--- src/rtl/stacking_feed_sequencer_pkg.sv ---
// Shared types and widths for the stacking classifier feed sequencer.
package stacking_feed_sequencer_pkg;
  localparam int WEIGHT_W  = 9;
  localparam int FEAT_W    = 2;
  localparam int PRED_W    = 2;
  localparam int DEPTH_DEF = 32;

  localparam logic [1:0] BANK1 = 2'd0;
  localparam logic [1:0] BANK2 = 2'd1;
  localparam logic [1:0] BANK3 = 2'd2;

  typedef enum logic [2:0] {
    S_IDLE, S_LOAD, S_LOADED, S_RUN, S_DRAIN, S_WAIT_RES
  } state_e;
endpackage

--- src/rtl/stacking_feed_delay.sv ---
// LAT-deep shift register that keeps {en, features} aligned with memory read latency.
module stacking_feed_delay #(
  parameter int LAT = 1,
  parameter int W   = 7
)(
  input  logic         clk,
  input  logic         rst,
  input  logic [W-1:0] din,
  output logic [W-1:0] dout
);
  generate
    if (LAT == 0) begin : g_pass
      assign dout = din;
    end else begin : g_dl
      logic [LAT-1:0][W-1:0] pipe;
      always_ff @(posedge clk or negedge rst) begin
        if (!rst) begin
          pipe <= '0;
        end else begin
          pipe[0] <= din;
          for (int i = 1; i < LAT; i++) pipe[i] <= pipe[i-1];
        end
      end
      assign dout = pipe[LAT-1];
    end
  endgenerate
endmodule

--- src/rtl/stacking_feed_sequencer.sv ---
// Loads three weight memories from one stream, then feeds per-sample features and collects the result.
// Optional watchdog in WAIT_RES: define STACK_FEED_WDOG_EN (adds wdog_err port and WDOG_CYCLES).
module stacking_feed_sequencer
  import stacking_feed_sequencer_pkg::*;
#(
  parameter int DEPTH    = DEPTH_DEF,
  parameter int READ_LAT = 1
`ifdef STACK_FEED_WDOG_EN
  , parameter int WDOG_CYCLES = 1024
`endif
)(
  input  logic                      clk,
  input  logic                      rst,
  input  logic                      start,
  input  logic                      w_valid,
  output logic                      w_ready,
  input  logic [WEIGHT_W-1:0]       w_data,
  input  logic                      s_valid,
  output logic                      s_ready,
  input  logic [3*FEAT_W-1:0]       s_data,
  output logic                      write1,
  output logic                      write2,
  output logic                      write3,
  output logic                      read1,
  output logic                      read2,
  output logic                      read3,
  output logic [$clog2(DEPTH)-1:0]  address1,
  output logic [$clog2(DEPTH)-1:0]  address2,
  output logic [$clog2(DEPTH)-1:0]  address3,
  output logic [WEIGHT_W-1:0]       weight1,
  output logic [WEIGHT_W-1:0]       weight2,
  output logic [WEIGHT_W-1:0]       weight3,
  output logic [FEAT_W-1:0]         data1,
  output logic [FEAT_W-1:0]         data2,
  output logic [FEAT_W-1:0]         data3,
  output logic                      en,
  input  logic                      total_ready,
  input  logic [PRED_W-1:0]         total_predict,
  output logic                      res_valid,
  output logic [PRED_W-1:0]         res_pred,
  output logic                      loaded,
  output logic                      busy
`ifdef STACK_FEED_WDOG_EN
  , output logic                    wdog_err
`endif
);
  localparam int AW = $clog2(DEPTH);
  localparam int DW = (READ_LAT > 1) ? $clog2(READ_LAT) : 1;
  localparam logic [AW-1:0] LAST = AW'(DEPTH - 1);

  state_e              state;
  logic [1:0]          bank;
  logic [AW-1:0]       addr, idx;
  logic [DW-1:0]       drain_cnt;
  logic [3*FEAT_W-1:0] feat_q;
  logic                strb_q;
  logic                feed;
`ifdef STACK_FEED_WDOG_EN
  localparam int WW = $clog2(WDOG_CYCLES + 1);
  logic [WW-1:0] wd_cnt;
`endif

  assign w_ready = (state == S_LOAD);
  assign s_ready = (state == S_LOADED) || (state == S_RUN);
  assign busy    = (state != S_IDLE) && (state != S_LOADED);
  // a start in LOADED wins over a feature beat
  assign feed    = s_valid && (((state == S_LOADED) && !start) || (state == S_RUN));

  always_ff @(posedge clk or negedge rst) begin
    if (!rst) begin
      state <= S_IDLE;
      bank <= '0; addr <= '0; idx <= '0; drain_cnt <= '0;
      write1 <= 1'b0; write2 <= 1'b0; write3 <= 1'b0;
      read1 <= 1'b0; read2 <= 1'b0; read3 <= 1'b0;
      address1 <= '0; address2 <= '0; address3 <= '0;
      weight1 <= '0; weight2 <= '0; weight3 <= '0;
      feat_q <= '0; strb_q <= 1'b0;
      res_valid <= 1'b0; res_pred <= '0; loaded <= 1'b0;
`ifdef STACK_FEED_WDOG_EN
      wd_cnt <= '0; wdog_err <= 1'b0;
`endif
    end else begin
      write1 <= 1'b0; write2 <= 1'b0; write3 <= 1'b0;
      read1 <= 1'b0; read2 <= 1'b0; read3 <= 1'b0;
      res_valid <= 1'b0;
      strb_q <= 1'b0;
`ifdef STACK_FEED_WDOG_EN
      if (state != S_WAIT_RES) wd_cnt <= '0;
      if (start && (state == S_IDLE || state == S_LOADED)) wdog_err <= 1'b0;
`endif
      if (feed) begin
        read1 <= 1'b1; read2 <= 1'b1; read3 <= 1'b1;
        address1 <= idx; address2 <= idx; address3 <= idx;
        feat_q <= s_data;
        strb_q <= 1'b1;
        idx <= (idx == LAST) ? '0 : idx + AW'(1);
      end
      case (state)
        S_IDLE: if (start) begin
          state <= S_LOAD; bank <= BANK1; addr <= '0;
        end
        S_LOAD: if (w_valid) begin
          if (bank == BANK1)      begin write1 <= 1'b1; address1 <= addr; weight1 <= w_data; end
          else if (bank == BANK2) begin write2 <= 1'b1; address2 <= addr; weight2 <= w_data; end
          else                    begin write3 <= 1'b1; address3 <= addr; weight3 <= w_data; end
          if (addr == LAST) begin
            addr <= '0;
            if (bank == BANK3) begin
              bank <= BANK1; loaded <= 1'b1; state <= S_LOADED;
            end else begin
              bank <= bank + 2'd1;
            end
          end else begin
            addr <= addr + AW'(1);
          end
        end
        S_LOADED: if (start) begin
          state <= S_LOAD; loaded <= 1'b0; bank <= BANK1; addr <= '0;
        end else if (s_valid) begin
          state <= (idx == LAST) ? S_DRAIN : S_RUN;
        end
        S_RUN: if (s_valid && idx == LAST) state <= S_DRAIN;
        S_DRAIN: if (READ_LAT == 0 || drain_cnt == DW'(READ_LAT - 1)) begin
          drain_cnt <= '0; state <= S_WAIT_RES;
        end else begin
          drain_cnt <= drain_cnt + DW'(1);
        end
        S_WAIT_RES: if (total_ready) begin
          res_pred <= total_predict; res_valid <= 1'b1; state <= S_LOADED;
        end
`ifdef STACK_FEED_WDOG_EN
        else if (wd_cnt == WW'(WDOG_CYCLES - 1)) begin
          wdog_err <= 1'b1; res_valid <= 1'b1; res_pred <= '0; state <= S_LOADED;
        end else begin
          wd_cnt <= wd_cnt + WW'(1);
        end
`endif
        default: state <= S_IDLE;
      endcase
    end
  end

  stacking_feed_delay #(.LAT(READ_LAT), .W(1 + 3*FEAT_W)) u_delay (
    .clk  (clk),
    .rst  (rst),
    .din  ({strb_q, feat_q}),
    .dout ({en, data3, data2, data1})
  );
endmodule

--- config.mk ---
export PLATFORM = sky130hd
export DESIGN_NAME = stacking_feed_sequencer
export DESIGN_NICKNAME = d
export VERILOG_FILES = /design/src/rtl/stacking_feed_sequencer_pkg.sv /design/src/rtl/stacking_feed_delay.sv /design/src/rtl/stacking_feed_sequencer.sv
export SDC_FILE = /design/constraint.sdc
export NUM_CORES = 1
export LEC_CHECK = 0
export ABC_AREA = 1
export BUFFER_PORTS_ARGS = -buffer_cell sky130_fd_sc_hd__buf_2
export CAP_MARGIN = 20
export CELL_PAD_IN_SITES_DETAIL_PLACEMENT = 0
export CELL_PAD_IN_SITES_GLOBAL_PLACEMENT = 1
export CORE_MARGIN = 2
export CORE_UTILIZATION = 44
export CTS_BUF_LIST = sky130_fd_sc_hd__clkbuf_4 sky130_fd_sc_hd__clkbuf_8
export DETAILED_ROUTE_END_ITERATION = 6
export PLACE_DENSITY = 0.87
export RECOVER_POWER = 50
export SLEW_MARGIN = 20
export SYNTH_ARGS = -nofsm -noshare
export SYNTH_HDL_FRONTEND = slang
export SYNTH_SLANG_ARGS = --single-unit
--- constraint.sdc ---
create_clock -name clk -period 3.1 [get_ports clk]
set_clock_uncertainty 0.1 [all_clocks]
set_input_delay 0.31 -clock clk [delete_from_list [all_inputs] [get_ports clk]]
set_output_delay 0.31 -clock clk [all_outputs]
set_load 0.05 [all_outputs]
==> run summary, run 1 <==
The net switching component of the power is slightly above 2 mW. Before CTS, the worst setup slack after placement is roughly 1.2 ns. The standard-cell row count came out at 32. The core utilization of the finished layout is 0.5270. The total clock buffers created by CTS came out at 9. The total overflow reported by the global router is 0.

The buffers inserted during post-CTS setup optimization came out at 0. When the netlist entered floorplanning its net count stood at 407. The area overhead of the layout relative to synthesis is 17.13%. In the final layout, the multi-input gates occupy 1170 um2. The max-slew violation count came to 0. The width of the die is between 90 and 100 um. STA classifies the critical path startpoint as a flop. The latest clock arrival within the worst-skew pair is between 0.3 and 0.4 ns. The number of hold violations in the final report is 0.

The register clock-pin slew on the reported worst setup and hold paths came out at about 0.080 ns. In this run the cell area measured after placement is around 3800 um2. The commonest cells after synthesis are 115 x nand2_1, 78 x dfrtp_1, 43 x o21ai_0.

The netlist area before placement came out at around 3400 um2. Using the TritonRoute via totals, the vias-per-cell ratio works out to around 4.8. The worst endpoint data arrival time is around 1.8 ns. The number of DRC violations after detailed-routing iteration 0 came out at 134.

The detailed-route DRC error count came out at 0. The register area share after synthesis is 0.5673. The critical-path maximum fanout came out at 8. The number of port buffers is 84.

The actual slew at the worst max-slew pin is roughly 1.1 ns. The register area came out at 1952 um2. The final cell area excluding filler cells came out at between 4000 and 5000 um2. The area of the die came out at about 8500 um2.

Setup repair after global routing left no endpoint under its margin. The share of flip-flops with an asynchronous set or reset is 1.000. The pin count of the biggest net entering global routing is 79. Once the clock tree was built, the resizer swapped 0 gates to a different size. Counting stages on the worst path, the most repeated cell is nand2_1. The tool flagged a number of max-cap violations equal to 0. The total number of clock tree sinks came out at 78. The routability-driven placement congestion ratio is ~0.8. The number of antenna violations at the first check in global routing is 0. The total number of vias came out at about 2700. The clock passes through at most 2 buffers. The wire length of the first global-routing pass came out at 12.12 mm. The most used flip-flop cell after synthesis is dfrtp_1. Of the total power, registers draw 0.373. The clock tree synthesis step divided the H-tree into 3 levels. The detail route stage leaves a number of antenna-violating nets equal to 0. The flip-flop and latch count after synthesis came out at just under 80.

In this run the vertical extent of the chip is between 90 and 100 um. The post-route clock period utilization came out at 0.7188. The detailed-routing iteration count for the pre-antenna-repair pass came out at 4. The largest individual stage delay along the critical path comes from the cell dfrtp_1. The critical path goes through nor2_8 -> nand2_1 -> nand2_1 -> inv_1 -> buf_2. dfrtp_1 takes more of the synthesized area than any other cell. The highest achievable clock rate came out at ~450 MHz.

The setup-violating endpoint count in the final report is 0. The critical path in this run is classified as reg -> out. The number of unique standard cell types used by synthesis came out at 26. The total negative slack is 0 ns. The core region is 7647 um2. The clock period minus final worst setup slack came out at between 2 and 2.5 ns.

The number of global-route vias before repair was 2547. After synthesis, the cell types taking the most area are dfrtp_1 57%, nand2_1 13%, o21ai_0 6.3%, inv_1 4.6%, nand3_1 4.4%. The internal power consumption came out at between 2 and 2.5 mW. Across the VDD grid, the largest voltage drop is 0.4348 mV. The routed design has 7.084 mm of wire.

The mean area per synthesized cell is 9.055 um2. The run finished with clean final reports. The areal power density over the cells is 1020 nW/um2. The number of instances in the synthesized netlist is 380.

In the post-synthesis netlist, the cell with the most instances is nand2_1. TritonCTS built the clock tree. In this run the worst hold path is classified as in -> reg. The proportion of total power due to net switching is 0.5008. The share of layout cells above drive strength 1 came out at 0.2000. The required time at the endpoint of the critical path is about 2.7 ns. Of the total power, combinational logic draws 0.457.

The HPWL after detailed placement came out at just under 5 mm. The warning count from the yosys run came out at 0. The total number of nets in the final design came out at around 500. In the final routed layout, each cell accounts on average for between 10 and 15 um. The tree is rooted in a clkbuf_8. The overall global routing resource usage is 0.1782. The share of Yosys cell area claimed by the top area cell type is 0.5673. Of the total power, the clock network draws 0.170. The analysis attributes to cell leakage a power of 2.283 nW. The boundary pin count came out at 85.

The fill cell instance count of the final layout is about 750. The worst-case setup margin in the final layout came out at about 0.87 ns. The worst setup path is captured at an output port.

The worst slew margin relative to its limit is 0.2642. The maximum cell stage delay along the critical path came out at 0.64 ns. Power comes to about 4 mW. The antenna diode instance count came out at 0.

The count of flip-flops with a built-in enable after synthesis came out at 0. The starting density of the core is 0.4499.
worst paths after layout:
check / from / endpoint / slack, ns / cells after the start
min in group asynchronous: rst / address2[4]$_DFF_PN0_ / 0.60 / 2
hold / removal: total_predict[1] / res_pred[1]$_DFFE_PN0P_ / 0.06 / 3
hold reg to reg: feat_q[3]$_DFFE_PN0P_ / u_delay.dout[3]$_DFF_PN0_ / 0.28 / 0
setup reg to reg: state[0]$_DFFE_PN0P_ / idx[0]$_DFFE_PN0P_ / 1.15 / 6
setup / recovery: state[2]$_DFFE_PN0P_ / busy / 0.87 / 5
max in group asynchronous: rst / u_delay.dout[5]$_DFF_PN0_ / 1.46 / 3
stage by stage:
| step | cells | hold slack (ns) |
|---|---|---|
| 2_1_floorplan | 380 | -0.08559 |
| 3_3_place_gp | 549 | 0.2594 |
| 3_5_place_dp | 549 | 0.2661 |
| 4_1_cts | 565 | 0.04805 |
| 5_1_grt | 567 | 0.05918 |
| 6_report | 567 | 0.06139 |
cells in the final DEF, fill, tap and decap left out:
| cell | instances |
|---|---|
| a21oi_1 | 4 |
| and3_1 | 1 |
| buf_16 | 1 |
| buf_2 | 59 |
| clkbuf_1 | 25 |
| clkbuf_8 | 9 |
| clkinv_2 | 1 |
| clkinv_4 | 1 |
| clkinvlp_4 | 1 |
| dfrtp_1 | 78 |
| dlygate4sd3_1 | 1 |
| ha_1 | 4 |
| inv_1 | 42 |
| inv_2 | 1 |
| inv_4 | 2 |
| inv_6 | 4 |
| nand2_1 | 115 |
| nand2_2 | 5 |
| nand3_1 | 30 |
| nand3_4 | 2 |
| nand4_1 | 9 |
| nor2_1 | 14 |
| nor2_2 | 1 |
| nor2_8 | 2 |
| o21ai_0 | 43 |
| o21ai_1 | 3 |
| o21ai_2 | 1 |
| o31ai_2 | 1 |
| or2_2 | 2 |
| xnor2_1 | 1 |
| xor2_1 | 2 |
worst max-delay path: cells and delay by family, from the launching register on:
family | cells | cell delay (ns)
flip-flops | 1 | 0.64
AND/OR/NAND/NOR | 3 | 0.37
buffers and inverters | 2 | 0.47
routing by layer:
layer | up-vias | share of wire | GRT usage
li1 | 1366 | - | -
met2 | 62 | 0.47 | 0.2877
met5 | - | 0 | 0
met4 | 0 | 0.012 | 0.06716
met1 | 1264 | 0.47 | 0.2415
met3 | 7 | 0.049 | 0.03092
state kept, by name (all words and copies together), names as in the netlist:
| name | count |
|---|---|
| write3 | 1 |
| idx | 5 |
| weight2 | 9 |
| res_pred | 2 |
| feat_q | 6 |
| weight1 | 9 |
| address2 | 5 |
| address1 | 5 |
| write2 | 1 |
| addr | 5 |
| res_valid | 1 |
| write1 | 1 |
| u_delay.dout | 7 |
| strb_q | 1 |
| weight3 | 9 |
| loaded | 1 |
| address3 | 5 |
| bank | 2 |
| state | 3 |
cell families (layout without fill, tap and decap cells):
group                      Yosys count  count (layout)  share of synthesized area
AOI/OAI and AO/OA                   52              52                    0.07891
xor gates and xnor gates             3               3                   0.007638
adders and majority gates            4               4                    0.01455
buffers and inverters               62             147                    0.09273
DFF                                 78              78                     0.5673
and+or+nand+nor                    181             181                     0.2389
power groups by stage:
stage / Sequential, mW / Clock [mW] / Combinational (mW)
global placement: 1.54 / 0 / 1.90
CTS: 1.53 / 0.724 / 1.92
floorplan: 2.17 / 0 / 0.903
global route: 1.57 / 0.773 / 2.07
detailed placement: 1.55 / 0 / 1.92
finish: 1.53 / 0.698 / 1.88
cell type report:
| class | instances | share of cell area |
|---|---|---|
| timing repair buffer | 86 | 0.1059 |
| inverter | 45 | 0.04315 |
| sequential | 78 | 0.4843 |
| clock inverter | 7 | 0.01397 |
| clock buffer | 9 | 0.03074 |
| multi-input combinational | 240 | 0.2903 |
| tap | 102 | 0.03167 |
repair_timing:
action | 4_1_cts | 5_1_grt
hold endpoints to repair | 0 | 17
setup endpoints to repair | 0 | 0
hold buffers | 0 | 1
(Power assumes the default switching activity.)
==> inputs of run 2 (changes only) <==
--- a/config.mk
+++ b/config.mk
@@ -5,16 +5,16 @@
 export SDC_FILE = /design/constraint.sdc
 export NUM_CORES = 1
 export LEC_CHECK = 0
-export ABC_AREA = 1
+export ABC_AREA = 0
 export BUFFER_PORTS_ARGS = -buffer_cell sky130_fd_sc_hd__buf_2
 export CAP_MARGIN = 20
 export CELL_PAD_IN_SITES_DETAIL_PLACEMENT = 0
 export CELL_PAD_IN_SITES_GLOBAL_PLACEMENT = 1
 export CORE_MARGIN = 2
-export CORE_UTILIZATION = 44
+export CORE_UTILIZATION = 39
 export CTS_BUF_LIST = sky130_fd_sc_hd__clkbuf_4 sky130_fd_sc_hd__clkbuf_8
 export DETAILED_ROUTE_END_ITERATION = 6
-export PLACE_DENSITY = 0.87
+export PLACE_DENSITY = 0.77
 export RECOVER_POWER = 50
 export SLEW_MARGIN = 20
 export SYNTH_ARGS = -nofsm -noshare
==> constraint.sdc (replaced) <==
create_clock -name clk -period 2 [get_ports clk]
set_clock_uncertainty 0.1 [all_clocks]
set_input_delay 0.2 -clock clk [delete_from_list [all_inputs] [get_ports clk]]
set_output_delay 0.2 -clock clk [all_outputs]
set_load 0.05 [all_outputs]
==> run summary, run 2 <==
The mean area per synthesized cell came to 13.13 um2 (+45%). The setup-violating endpoint count in the final report came out at 0 (unchanged). The overall global routing resource usage came to 0.1633 (-0.01485). The warning count from the yosys run was 0 (unchanged). The netlist area before placement came out at 3334 um2 (-3.1%).

The worst supply voltage drop on vdd came out at 0.8084 mV (+86%). The boundary pin count came out at 85 (unchanged). The leading register cell type out of synthesis is dfrtp_1.

The maximum clock insertion buffer count came out at 2 (unchanged). The final wirelength came out at 7.055 mm (-0.41%). The largest registers in the layout are weight1 x9, weight2 x9, weight3 x9. The share of Yosys cell area claimed by the top area cell type is 0.5854 (+0.01809). The total number of nets in the final design was 397 (-18%). The number of antenna violations at the first check in global routing is 0 (unchanged).

Setup repair after global routing could not meet its margin everywhere. The flow ran to the end, and the final reports show no timing, DRC or antenna violations. The TritonCTS clock tree is built.

The HPWL after detailed placement came out at 4.930 mm (-0.76%). The height of the die is 96.47 um (+4.4%). STA classifies the critical path startpoint as a flop.

The number of global-route vias before repair is 2357 (-7.5%). In the post-synthesis netlist, the biggest area contributors are dfrtp_1 59%, mux2_2 10%, mux2i_1 4.8%, mux2_4 3.6%, nand2_1 3.0%. The routed wirelength normalized by instance count came to 14.70 um (+18%). The actual slew at the worst max-slew pin came out at 0.8112 ns (-0.2925 ns).

The wire length of the first global-routing pass is 11.46 mm (-5.4%). The standard-cell row count was 33 (+3.1%). The area of the die is 9306 um2 (+8.9%). The worst slew margin relative to its limit is 0.4592 (+0.1950). The total negative slack came out at 0 ns (unchanged). The areal power density over the cells came out at 1483 nW/um2 (+45%). The total number of vias came out at 2374 (-12%). The total overflow reported by the global router is 0 (unchanged). The H-tree depth is 3 (unchanged). The count of flip-flops with a built-in enable after synthesis is 0 (unchanged). The count of nets left with antenna violations after detail routing came out at 0 (unchanged). The post-place instance area came out at 3935 um2 (+2.3%). The commonest cells after synthesis are 78 x dfrtp_1, 30 x mux2_2, 27 x nand2_1.

The post-route clock period utilization came out at 0.9555. The critical path is of the reg -> reg type. The total power is 6.317 mW (+54%). The number of port buffers came to 84 (unchanged).

The antenna diode instance count is 0 (unchanged). The latest clock arrival within the worst-skew pair is 0.34 ns (about the same). The worst endpoint data arrival time came to 2.09 ns (+0.27 ns).

The number of nets in the synthesized netlist came to 281 (-31%). The number of hold violations in the final report was 0 (unchanged). The detailed-route vias per instance is 4.946 (+3.9%).

The max-slew violation count is 0 (unchanged). dfrtp_1 is the most common cell in the netlist. The worst hold slack across all endpoints came out at 0.01606 ns (-0.04534 ns). The class of the tightest hold or removal check is in -> reg.

The starting density of the core is 0.4038 (-0.04615). The number of instances in the synthesized netlist came to 254 (-33%). Leaving out fill and tap cells, the most frequent cell in the layout is dfrtp_1. The required time at the endpoint of the critical path came out at 2.18 ns (-0.51 ns). The area overhead of the layout relative to synthesis came out at 27.77%.

The clock period minus final worst setup slack came out at around 1.9 ns. dfrtp_1 takes more of the synthesized area than any other cell. The width of the die came out at 96.47 um (+4.4%). The detailed-route DRC error count was 0 (unchanged).

The number of DRC violations after detailed-routing iteration 0 is 40 (-70%). The share of layout cells above drive strength 1 was 0.3920 (+0.1920). The routability-driven placement congestion ratio came out at 0.8925 (+10%). The number of maximum-capacitance constraint violations came out at 0 (unchanged). The core area came out at 8258 um2 (+8.0%).

STA classifies the critical path endpoint as a flop. The register clock-pin slew on the reported worst setup and hold paths is 0.08 ns (about the same). The highest achievable clock rate came out at between 500 and 600 MHz. In the layout the commonest cells are 77 x dfrtp_1, 60 x buf_2, 30 x mux2_2. The static leakage power came to 2.047 nW (-10%). The clock root buffer is clkbuf_8. The total clock buffers created by CTS came out at 9 (unchanged).

The critical-path maximum fanout is 4 (-4). The final cell area excluding filler cells was 4260 um2 (+5.7%). The total number of clock tree sinks came out at 78 (unchanged). The share of flip-flops with an asynchronous set or reset is 1.000 (unchanged).

The flip-flop and latch count after synthesis is 78 (unchanged). The detailed-routing iteration count for the pre-antenna-repair pass came out at 4 (unchanged). The register area share after synthesis came out at 0.5854 (+0.01809). The number of unique standard cell types used by synthesis came out at 39 (+50%). The pin count of the biggest net entering global routing is 34 (-57%).
[run 2: per-stage QoR]
step | cells | util | worst slack, ns
after global placement | 448 | 0.4765 | 0.06418
after CTS | 480 | 0.5202 | 0.005953
after floorplan | 254 | - | 0.003771
after global routing | 480 | 0.5159 | 0.001683
final | 480 | 0.5159 | 0.08910
after detailed placement | 448 | 0.4765 | 0.01040
[run 2: worst paths after layout]
check	slack, ns	from	endpoint	cells past startpoint
max	0.09	addr[0]$_DFFE_PN0P_	addr[3]$_DFFE_PN0P_	7
min	0.02	w_data[0]	weight3[0]$_DFFE_PN0P_	2
max reg2reg	0.09	addr[0]$_DFFE_PN0P_	addr[3]$_DFFE_PN0P_	7
min reg2reg	0.28	feat_q[4]$_DFFE_PN0P_	u_delay.dout[4]$_DFF_PN0_	0
max in group asynchronous	0.42	rst	weight1[6]$_DFFE_PN0P_	3
min in group asynchronous	0.38	rst	u_delay.dout[4]$_DFF_PN0_	2
[run 2: timing repair]
action / 4_1_cts / 5_1_grt
hold endpoints to repair: 49 / 0
buffers inserted: 1 / 0
gates resized for setup: 2 / 4
endpoints found under the setup margin: 1 / 3
pin swaps: 3 / 3
hold buffers: 15 / 0
cloned: 0 / 0
[run 2: layer usage]
metal | share of wire | track usage
met1 | 0.48 | 0.2208
met2 | 0.45 | 0.2587
met3 | 0.055 | 0.03413
met4 | 0.015 | 0.06338
met5 | 0 | 0
[run 2: cells by family (layout without fill, tap and decap cells)]
logic type                 Yosys count  in the layout  synth area share
and+or+nand+nor                     58             58           0.09344
AOI/OAI and AO/OA                   38             38           0.07055
DFF                                 78             78            0.5854
buffers and inverters               21            142           0.04765
adders and majority gates            4              4           0.01501
muxes                               54             54            0.1854
xor gates and xnor gates             1              1          0.002627
[run 2: power by group]
part | internal [mW] | switching [mW]
logic | 0.817 | 2.08
clock network | 0.607 | 0.569
registers | 2.01 | 0.228
[run 2: worst max-delay path, cell delays in order (launching register included)]
cell	delay, ns
dfrtp_1	0.40
ha_2	0.20
and3_1	0.18
ha_2	0.19
nand4b_1	0.13
a21oi_2	0.08
or4_1	0.50
nand2_1	0.08
[run 2: layout make-up]
cell class	instances	area, um2
fillers	763	3998
inverters	6	22.52
clock buffers	11	138.9
repair buffers	120	709.4
multi-input cells	155	1246
well taps	105	131.4
clock inverters	5	58.81
flip-flops and latches	78	1953
